File: config.mk
export PLATFORM = sky130hd
export DESIGN_NAME = rsa_cmd_ctrl
export DESIGN_NICKNAME = d
export VERILOG_FILES = /design/src/rtl/rsa_cmd_ctrl_pkg.sv /design/src/rtl/rsa_cycle_counter.sv /design/src/rtl/rsa_cmd_ctrl.sv
export SDC_FILE = /design/constraint.sdc
export NUM_CORES = 1
export LEC_CHECK = 0
export CAP_MARGIN = 10
export CORE_ASPECT_RATIO = 1.75
export CORE_UTILIZATION = 48
export DETAILED_ROUTE_END_ITERATION = 8
export MAX_ROUTING_LAYER = met4
export PLACE_DENSITY = 0.86
export RECOVER_POWER = 50
export SKIP_LAST_GASP = 1
export SYNTH_ARGS = -nofsm -noshare
export SYNTH_HDL_FRONTEND = slang
export SYNTH_HIERARCHICAL = 1
export SYNTH_SLANG_ARGS = --single-unit
File: constraint.sdc
create_clock -name clk -period 3.2 [get_ports clk]
set_input_delay 0.64 -clock clk [delete_from_list [all_inputs] [get_ports clk]]
set_output_delay 0.64 -clock clk [all_outputs]
set_load 0.005 [all_outputs]
File: src/rtl/rsa_cmd_ctrl_pkg.sv
// Shared definitions for the RSA command sequencer: command codes, FSM
// encoding, operand register indices, error and LED bit positions.
package rsa_cmd_ctrl_pkg;

    // Host command codes
    localparam logic [31:0] CMD_LOAD_A     = 32'h0;
    localparam logic [31:0] CMD_LOAD_B     = 32'h1;
    localparam logic [31:0] CMD_LOAD_M     = 32'h2;
    localparam logic [31:0] CMD_EXP        = 32'h3;
    localparam logic [31:0] CMD_MONT       = 32'h4;
    localparam logic [31:0] CMD_LOAD_EMOD  = 32'h5;
    localparam logic [31:0] CMD_LOAD_ERMOD = 32'h6;
    localparam logic [31:0] CMD_LOAD_ERSQ  = 32'h7;
    localparam logic [31:0] CMD_LOAD_EX    = 32'h8;
    localparam logic [31:0] CMD_LOAD_EEXP  = 32'h9;
    localparam logic [31:0] CMD_READ       = 32'hA;
    localparam logic [31:0] CMD_SOFT_RESET = 32'hB;

    // Controller states
    typedef enum logic [2:0] {
        ST_IDLE    = 3'd0,
        ST_RX      = 3'd1,
        ST_COMPUTE = 3'd2,
        ST_TX      = 3'd3,
        ST_DONE    = 3'd4
    } state_t;

    // Bit positions inside reg_load_en
    localparam logic [2:0] REG_IDX_A     = 3'd0;
    localparam logic [2:0] REG_IDX_B     = 3'd1;
    localparam logic [2:0] REG_IDX_M     = 3'd2;
    localparam logic [2:0] REG_IDX_EMOD  = 3'd3;
    localparam logic [2:0] REG_IDX_ERMOD = 3'd4;
    localparam logic [2:0] REG_IDX_ERSQ  = 3'd5;
    localparam logic [2:0] REG_IDX_EX    = 3'd6;
    localparam logic [2:0] REG_IDX_EEXP  = 3'd7;

    // Sticky error bits
    localparam int ERR_ILLEGAL = 0;
    localparam int ERR_OVERRUN = 1;
    localparam int ERR_TIMEOUT = 2;

    // LED bit map
    localparam int LED_IDLE    = 0;
    localparam int LED_COMPUTE = 1;
    localparam int LED_ERR     = 2;
    localparam int LED_DONE    = 3;

    // Maps a load command onto the operand register it targets
    function automatic logic [2:0] cmd_to_idx(input logic [31:0] cmd);
        case (cmd)
            CMD_LOAD_B:     return REG_IDX_B;
            CMD_LOAD_M:     return REG_IDX_M;
            CMD_LOAD_EMOD:  return REG_IDX_EMOD;
            CMD_LOAD_ERMOD: return REG_IDX_ERMOD;
            CMD_LOAD_ERSQ:  return REG_IDX_ERSQ;
            CMD_LOAD_EX:    return REG_IDX_EX;
            CMD_LOAD_EEXP:  return REG_IDX_EEXP;
            default:        return REG_IDX_A;
        endcase
    endfunction

endpackage

File: src/rtl/rsa_cycle_counter.sv
// Compute-cycle counter. o_elapsed counts the current cycle as well, so in
// the first enabled cycle after a clear it reads 1. o_tc flags the cycle in
// which the elapsed count reaches TIMEOUT_CYCLES (never, when it is 0).
module rsa_cycle_counter #(
    parameter int unsigned CNT_W          = 32,
    parameter logic [31:0] TIMEOUT_CYCLES = 32'd2000000
) (
    input  logic             clk,
    input  logic             resetn,
    input  logic             i_clear,
    input  logic             i_en,
    output logic [CNT_W-1:0] o_elapsed,
    output logic             o_tc
);

    localparam logic [CNT_W-1:0] TC_VAL = CNT_W'(TIMEOUT_CYCLES);

    logic [CNT_W-1:0] r_count;

    // Count register: clear wins over enable
    always_ff @(posedge clk or negedge resetn) begin
        if (!resetn) begin
            r_count <= '0;
        end else if (i_clear) begin
            r_count <= '0;
        end else if (i_en) begin
            // NOTE: sequential state uses <= so every flop samples pre-edge values; = here would create order-dependent races.
            r_count <= r_count + CNT_W'(1);
        end
    end

    assign o_elapsed = r_count + CNT_W'(1);
    assign o_tc      = i_en && (TIMEOUT_CYCLES != 32'd0) && (o_elapsed == TC_VAL);

endmodule

File: src/rtl/rsa_cmd_ctrl.sv
// Command sequencer between the ARM cmd/data handshakes and the RSA core.
// Pure control: operand registers and the result mux live outside and are
// steered by reg_load_en / fpga_to_arm_data_valid. Every output is a flop.
module rsa_cmd_ctrl
    import rsa_cmd_ctrl_pkg::*;
#(
    parameter logic [31:0] TIMEOUT_CYCLES = 32'd2000000,
    parameter int unsigned CNT_W          = 32
) (
    input  logic             clk,
    input  logic             resetn,
    input  logic [31:0]      arm_to_fpga_cmd,
    input  logic             arm_to_fpga_cmd_valid,
    output logic             fpga_to_arm_done,
    input  logic             fpga_to_arm_done_read,
    input  logic             arm_to_fpga_data_valid,
    output logic             arm_to_fpga_data_ready,
    output logic             fpga_to_arm_data_valid,
    input  logic             fpga_to_arm_data_ready,
    output logic [7:0]       reg_load_en,
    output logic             core_start,
    output logic             core_mode,
    output logic             core_soft_reset,
    input  logic             core_done,
    output logic [CNT_W-1:0] perf_cycles,
    output logic [2:0]       err_flags,
    output logic [3:0]       leds
);

    state_t           r_state;
    logic [2:0]       r_idx;
    logic             r_done;
    logic             r_rx_ready;
    logic             r_tx_valid;
    logic [7:0]       r_load_en;
    logic             r_core_start;
    logic             r_core_mode;
    logic             r_soft_reset;
    logic [CNT_W-1:0] r_perf;
    logic [2:0]       r_err;
    logic [3:0]       r_leds;

    state_t           w_state_nxt;
    logic [2:0]       w_idx_nxt;
    logic             w_done_nxt;
    logic             w_rx_ready_nxt;
    logic             w_tx_valid_nxt;
    logic [7:0]       w_load_en_nxt;
    logic             w_core_start_nxt;
    logic             w_core_mode_nxt;
    logic             w_soft_reset_nxt;
    logic [CNT_W-1:0] w_perf_nxt;
    logic [2:0]       w_err_nxt;
    logic [3:0]       w_leds_nxt;
    logic             w_cnt_clear;
    logic [CNT_W-1:0] w_elapsed;
    logic             w_timeout;

    rsa_cycle_counter #(
        .CNT_W          (CNT_W),
        .TIMEOUT_CYCLES (TIMEOUT_CYCLES)
    ) u_cycle_counter (
        .clk       (clk),
        .resetn    (resetn),
        .i_clear   (w_cnt_clear),
        .i_en      (r_state == ST_COMPUTE),
        .o_elapsed (w_elapsed),
        .o_tc      (w_timeout)
    );

    // Next-state and next-output decode
    always_comb begin
        // NOTE: every signal gets a default before any branch so no path leaves it unassigned and infers a latch.
        w_state_nxt      = r_state;
        w_idx_nxt        = r_idx;
        w_done_nxt       = r_done;
        w_rx_ready_nxt   = r_rx_ready;
        w_tx_valid_nxt   = r_tx_valid;
        w_load_en_nxt    = '0;
        w_core_start_nxt = 1'b0;
        w_core_mode_nxt  = r_core_mode;
        w_soft_reset_nxt = 1'b0;
        w_perf_nxt       = r_perf;
        w_err_nxt        = r_err;
        w_cnt_clear      = 1'b0;

        // A command is only accepted in IDLE; anything else is an overrun
        if (arm_to_fpga_cmd_valid && (r_state != ST_IDLE)) begin
            w_err_nxt[ERR_OVERRUN] = 1'b1;
        end

        unique case (r_state)
            ST_IDLE: begin
                if (arm_to_fpga_cmd_valid) begin
                    unique case (arm_to_fpga_cmd)
                        CMD_LOAD_A, CMD_LOAD_B, CMD_LOAD_M, CMD_LOAD_EMOD,
                        CMD_LOAD_ERMOD, CMD_LOAD_ERSQ, CMD_LOAD_EX, CMD_LOAD_EEXP: begin
                            w_state_nxt    = ST_RX;
                            w_idx_nxt      = cmd_to_idx(arm_to_fpga_cmd);
                            w_rx_ready_nxt = 1'b1;
                        end
                        CMD_EXP, CMD_MONT: begin
                            w_state_nxt      = ST_COMPUTE;
                            w_core_mode_nxt  = (arm_to_fpga_cmd == CMD_EXP);
                            w_core_start_nxt = 1'b1;
                            w_cnt_clear      = 1'b1;
                        end
                        CMD_READ: begin
                            w_state_nxt    = ST_TX;
                            w_tx_valid_nxt = 1'b1;
                        end
                        CMD_SOFT_RESET: begin
                            w_state_nxt      = ST_DONE;
                            w_done_nxt       = 1'b1;
                            w_soft_reset_nxt = 1'b1;
                            w_err_nxt        = '0;
                        end
                        default: begin
                            w_state_nxt            = ST_DONE;
                            w_done_nxt             = 1'b1;
                            w_err_nxt[ERR_ILLEGAL] = 1'b1;
                        end
                    endcase
                end
            end
            ST_RX: begin
                if (arm_to_fpga_data_valid && r_rx_ready) begin
                    w_load_en_nxt  = 8'b1 << r_idx;
                    w_rx_ready_nxt = 1'b0;
                    w_state_nxt    = ST_DONE;
                    w_done_nxt     = 1'b1;
                end
            end
            ST_COMPUTE: begin
                // core_done is not trusted in the cycle the start pulse is out
                if (core_done && !r_core_start) begin
                    w_perf_nxt  = w_elapsed;
                    w_state_nxt = ST_DONE;
                    w_done_nxt  = 1'b1;
                end else if (w_timeout) begin
                    w_err_nxt[ERR_TIMEOUT] = 1'b1;
                    w_soft_reset_nxt       = 1'b1;
                    w_state_nxt            = ST_DONE;
                    w_done_nxt             = 1'b1;
                end
            end
            ST_TX: begin
                if (r_tx_valid && fpga_to_arm_data_ready) begin
                    w_tx_valid_nxt = 1'b0;
                    w_state_nxt    = ST_DONE;
                    w_done_nxt     = 1'b1;
                end
            end
            ST_DONE: begin
                if (fpga_to_arm_done_read) begin
                    w_done_nxt  = 1'b0;
                    w_state_nxt = ST_IDLE;
                end
            end
            default: begin
                w_state_nxt = ST_IDLE;
            end
        endcase

        w_leds_nxt              = '0;
        w_leds_nxt[LED_IDLE]    = (w_state_nxt == ST_IDLE);
        w_leds_nxt[LED_COMPUTE] = (w_state_nxt == ST_COMPUTE);
        w_leds_nxt[LED_ERR]     = |w_err_nxt;
        w_leds_nxt[LED_DONE]    = w_done_nxt;
    end

    // State and output registers
    always_ff @(posedge clk or negedge resetn) begin
        if (!resetn) begin
            // NOTE: only control flops are reset here; the wide operand registers outside keep their contents.
            r_state      <= ST_IDLE;
            r_idx        <= '0;
            r_done       <= 1'b0;
            r_rx_ready   <= 1'b0;
            r_tx_valid   <= 1'b0;
            r_load_en    <= '0;
            r_core_start <= 1'b0;
            r_core_mode  <= 1'b0;
            r_soft_reset <= 1'b0;
            r_perf       <= '0;
            r_err        <= '0;
            r_leds       <= 4'b0001;
        end else begin
            r_state      <= w_state_nxt;
            r_idx        <= w_idx_nxt;
            r_done       <= w_done_nxt;
            r_rx_ready   <= w_rx_ready_nxt;
            r_tx_valid   <= w_tx_valid_nxt;
            r_load_en    <= w_load_en_nxt;
            r_core_start <= w_core_start_nxt;
            r_core_mode  <= w_core_mode_nxt;
            r_soft_reset <= w_soft_reset_nxt;
            r_perf       <= w_perf_nxt;
            r_err        <= w_err_nxt;
            r_leds       <= w_leds_nxt;
        end
    end

    assign fpga_to_arm_done       = r_done;
    assign arm_to_fpga_data_ready = r_rx_ready;
    assign fpga_to_arm_data_valid = r_tx_valid;
    assign reg_load_en            = r_load_en;
    assign core_start             = r_core_start;
    assign core_mode              = r_core_mode;
    assign core_soft_reset        = r_soft_reset;
    assign perf_cycles            = r_perf;
    assign err_flags              = r_err;
    assign leds                   = r_leds;

endmodule

==> flow_summary.toml, run 1 <==
[outcome]
status = "complete, but fails checks"
violations = "capacitance limit, slew limit"

[finish]
drive_gt1_share_pct = 23.9
nets = 690
stdcell_area_um2 = 6950
fin_cells = 781
antennaDiodeCount = 0
syn2layout_area_growth_pct = 36.0
final_util_pct = 67.5

[route]
drc_errors = 0
drt_iter0_drc = 250
vias = 4665
final_antenna_net_count = 0
wl_per_cell_um = 18.4
viasPerCell = 5.97
wl_um = 14400
first_pass_iters = 5

[timing]
tightest_slew_ps = 2210
final-hold-violation-count = 0
setup_tns_ps = 0
setup_violations = 0
max_slew_margin_pct = -47.3
setup_ws_ps = 193
period_share_pct = 94.0
hold_ws_ps = 499
fmax_mhz = 333
rsz0062_at_grt = "no"
period_minus_slack_ps = 3010
report.final.slew_viol_count = 91
skew_ps = 9.90

[synth]
synth_top_area_cell = "dfrtp_1"
ys_seq_area_share_pct = 44.1
syn-num-nets = 553
synthTopCellsByArea = "dfrtp_1 44%, mux2_2 6.4%, xnor2_1 4.3%, xor2_1 3.4%, nor2_1 3.3%"
async_flop_share_pct = 100
yosysTopAreaCellShare_pct = 43.6
synth_cell_types = 64
synthesis.area_um2 = 5110
syn_avg_cell_area_um2 = 9.98
synthCells = 512
synth-edff-count = 0
synth_ff_type = "dfrtp_1"
synth-seq-cells = 90
ys_warn_count = 6

[placed_design]
pre_cts_ws_ps = -147
dp_cells = 764
portBuffers = 91
place.gp.congestion = 0.942
dpl.hpwl_um = 10700
placed_cell_area_um2 = 6550

[cts]
cts-root-buf = "clkbuf_16"
cts_made_buffers = 9
h-tree-depth = 3
tritoncts = "done"
clk_path_buf_depth = 2
cts_hold_buf = 0
clk_latency_ps = 350
clock_sinks = 90
cts.clk_slew.worst_paths_ps = 70

[setup_path]
path_class = "flop to flop"
cp-end-kind = "flop"
cp_data_arrival_time_ps = 3220
start_kind = "flop"
crit_fanout = 5
cp_data_required_time_ps = 3410

[worst_hold_path]
hp-class = "flop to flop"

[global_routing]
grt_max_degree = 91
grt_usage_pct = 28.2
overflow = 0
grt_pass1_wl_um = 23000
grt_pass1_vias = 4839
antenna_found_initial = 0

[die]
die_h_um = 138
core_area_um2 = 10300
initial_utilization_pct = 49.6
fp.dieW_um = 80.0
die_area_um2 = 11100
rows = 49
io_pins = 92

[power]
leakage_nw = 3.10
power_density_nw_per_um2 = 333
irDropWorstVdd_mv = 0.377
p_total_mw = 2.31
p_sw_share_pct = 24.0
p_seq_share_pct = 49.7
internal-power_mw = 1.76
pwr-share-comb_pct = 6.4
clock_power_share_pct = 44.0
power_switching_uw = 555

[run]
maxCapViolCount = 1
## power by group through the flow
stage	Sequential, mW	Combinational (mW)	Clock [mW]
after global routing	1.15	0.161	1.09
final	1.15	0.147	1.02
after floorplan	1.17	0.0419	0
after global placement	1.17	0.146	0
after CTS	1.15	0.152	1.04
after detailed placement	1.17	0.150	0
## cell families (layout without fill, tap and decap cells)
family	after synthesis	count (layout)	synth area share (%)
AND/OR/NAND/NOR	230	230	27.1
flip-flops	90	90	44.1
AO/OA/AOI/OAI	62	62	8.42
buffers and inverters	47	189	4.26
XOR/XNOR	45	45	7.71
multiplexers	36	36	7.88
adder cells (fa/ha/maj)	2	2	0.490
## timing repair
action,CTS,global route
buffers inserted,0,1
gates resized for setup,5,19
pin swaps,1,7
endpoints found under the setup margin,5,7
## worst max-delay path: stages (launching register included)
cell      delay, ps
dfrtp_1         420
and4_1          340
nand4_1         180
or4_1           580
xnor2_1         260
nand4b_1        200
nor4_4           70
nor4bb_4        150
a2111o_1        380
nor4_1          240
a211oi_2         50
## synthesized netlist by cell type, drive strengths merged, types with 4 or more instances
cell type and instances:
a21o 4, nor3 15, buf 21, inv 13, dfrtp 89, nand3 20
nand2 40, nor4 29, clkbuf 13, o21ai 12, mux2 34, xnor2 25
or4 6, or2 8, or3 10, a21oi 11, nor2 45, nand4 22
nand2b 9, o31ai 4, and4 5, xor2 20, a211oi 5
## sequential cells by signal (all words and copies together), names as in the netlist, named ones only
name and flops:
reg_load_en 8, leds 3, arm_to_fpga_data_ready 1, core_start 1, err_flags 3, r_idx 3, core_mode 1, core_soft_reset 1
perf_cycles 32, u_cycle_counter/r_count 32, fpga_to_arm_data_valid 1, r_state 3
## cells in the final DEF, fill, tap and decap left out, types with 13 or more instances in the layout
| cell | synthesis | final |
|---|---|---|
| buf_4 | 4 | 67 |
| clkdlybuf4s50_1 | 0 | 72 |
| dfrtp_1 | 89 | 87 |
| dlygate4sd3_1 | 0 | 18 |
| inv_1 | 13 | 13 |
| mux2_2 | 29 | 29 |
| nand2_1 | 40 | 40 |
| nand3_1 | 20 | 20 |
| nand4_1 | 17 | 17 |
| nor2_1 | 45 | 45 |
| nor3_1 | 15 | 15 |
| nor4_1 | 22 | 17 |
| xnor2_1 | 25 | 25 |
| xor2_1 | 20 | 20 |
## per-layer routing
layer  up-vias  part of all wire (%)  GRT usage [%]
met2       198                    55           50.7
li1       2118                     -              -
met4         0                   5.4           17.2
met1      2289                    34           26.7
met3        60                   5.0           5.08
met5         -                     0              -
## worst paths after layout
kind | from | slack, ps | to | cells after the start
min in group asynchronous | resetn | 1010 | perf_cycles[22] | 2
setup reg to reg | u_cycle_counter/r_count[13] | 190 | leds[2] | 10
setup / recovery | u_cycle_counter/r_count[13] | 190 | leds[2] | 10
hold reg to reg | perf_cycles[13] | 500 | perf_cycles[13] | 1
max in group asynchronous | resetn | 670 | u_cycle_counter/r_count[1] | 2
hold / removal | perf_cycles[13] | 500 | perf_cycles[13] | 1
## cell type report
class,instances,area (µm²)
fill,815,3350
clock buffer,9,225
tap,127,159
inverter,13,48.8
clock inverter,7,60.1
timing repair buffer,160,1430
sequential,90,2260
multi-input combinational,375,2770
(Power assumes the default switching activity.)
==> inputs of run 2 (changes only) <==
GPL_TIMING_DRIVEN = 0   (was not set)
==> flow_summary.toml, run 2 (same netlist as run 1, synthesis figures left out) <==
[global_routing]
grt_pass1_vias = 4737
grt_max_degree = 60
overflow = 0
antenna_found_initial = 0
grt_pass1_wl_um = 23100
grt_usage_pct = 27.9

[power]
irDropWorstVdd_mv = 0.299
power_density_nw_per_um2 = 338
leakage_nw = 3.08
p_total_mw = 2.37

[finish]
final_cell_mix = "79 x dfrtp_1, 73 x clkdlybuf4s50_1, 42 x nor2_1"
layout_commonest_cell = "dfrtp_1"
fin_cells = 774
final_util_pct = 68.1
fillCellCount = 765
regArea_um2 = 2270
antennaDiodeCount = 0
nets = 683
drive_gt1_share_pct = 24.3
syn2layout_area_growth_pct = 37.3
multiInputGateArea_um2 = 2890

[route]
final_antenna_net_count = 0
drt_iter0_drc = 201
wl_met2_um = 8020
drc_errors = 0
wl_um = 14400
wl_per_cell_um = 18.6
wl_met3_um = 724
maxUsedRoutingLayer = "met4"
vias = 4667
m1WireLength_um = 4960
first_pass_iters = 5
viasPerCell = 6.03

[timing]
max_slew_margin_pct = -15.2
report.final.slew_viol_count = 33
rsz0062_at_grt = "yes"
period_minus_slack_ps = 3290
period_share_pct = 103
final-hold-violation-count = 0
setup_ws_ps = -93.0
hold_ws_ps = 497
fmax_mhz = 304
tightest_slew_ps = 1730
skew_ps = 8.43
setup_tns_ps = -93.0
setup_violations = 1

[cts]
cts.clk_slew.worst_paths_ps = 70
cts_hold_buf = 0
clk_latency_ps = 340
cts-root-buf = "clkbuf_16"
clock_sinks = 90
clk_path_buf_depth = 2
tritoncts = "done"
h-tree-depth = 3
cts_made_buffers = 9

[outcome]
violations = "capacitance limit, slew limit, setup timing"
status = "complete, but fails checks"

[setup_path]
start_kind = "flop"
cp-end-kind = "flop"
crit_fanout = 3
cp_data_required_time_ps = 3450
cp_data_arrival_time_ps = 3540
path_class = "flop to flop"

[placed_design]
dp_cells = 731
portBuffers = 91
place.gp.congestion = 0.952
dpl.hpwl_um = 10300

[run]
maxCapViolCount = 1

[die]
die_area_um2 = 11100
initial_utilization_pct = 49.6
core_area_um2 = 10300
fp.dieW_um = 80.0
io_pins = 92
die_h_um = 138
rows = 49

[worst_hold_path]
hp-class = "flop to flop"
-- run 2: final timing paths --
check                                            from               to  slack [ps]  cells past startpoint
min reg2reg                           perf_cycles[17]  perf_cycles[17]         500                      1
max                        u_cycle_counter/r_count[0]          leds[2]         -90                     12
min                                   perf_cycles[17]  perf_cycles[17]         500                      1
max in group asynchronous                      resetn       r_state[2]         670                      2
max reg2reg                u_cycle_counter/r_count[0]          leds[2]         -90                     12
min in group asynchronous                      resetn  perf_cycles[16]         750                      1
-- run 2: area by class of cell --
type | count | area share, %
Inverter | 13 | 0.696
Buffer | 33 | 3.16
Multi-Input combinational cell | 375 | 41.1
Tap cell | 127 | 2.27
Timing Repair Buffer | 120 | 16.1
Clock inverter | 6 | 0.927
Clock buffer | 10 | 3.41
Sequential cell | 90 | 32.3
-- run 2: repair_timing --
action | CTS | global route
gates resized for setup | 48 | 28
pin swaps | 19 | 13
endpoints found under the hold margin | 0 | 0
endpoints found under the setup margin | 7 | 7
setup buffers | 18 | 10
-- run 2: power by group --
group | switching [mW] | leakage [nW] | internal (mW)
clock | 0.443 | 0.149 | 0.628
combinational | 0.0688 | 1.88 | 0.0745
sequential | 0.00967 | 1.05 | 1.15
-- run 2: critical path, cell delays in order (launching register included) --
cell and delay [ps]:
dfrtp_2 400, ha_4 160, and3_4 170, buf_6 110, nand4_4 110, or4_4 440, o311a_4 150, or4b_4 540
nor4_4 320, nor4bb_4 290, a2111o_1 240, nor2_2 50, a211oi_2 210
-- run 2: metal layers --
metal / GRT usage (%) / vias up
li1: - / 2110
met2: 49.2 / 199
met1: 27.7 / 2299
met3: 4.88 / 59
met4: 16.7 / 0
met5: - / -
-- run 2: through the flow --
stage / instance area (µm²) / setup slack [ps]
after floorplan: 5120 / 2.95
final: 7020 / -93.0
after CTS: 6870 / -94.4
after global routing: 7020 / -234
after global placement: 6190 / -1770
after detailed placement: 6210 / -906
==> inputs of run 3 (changes only) <==
HOLD_SLACK_MARGIN = 0.15   (was not set)
==> results of run 3 <==
Final layout, timing and power as in run 2 (identical DEF).
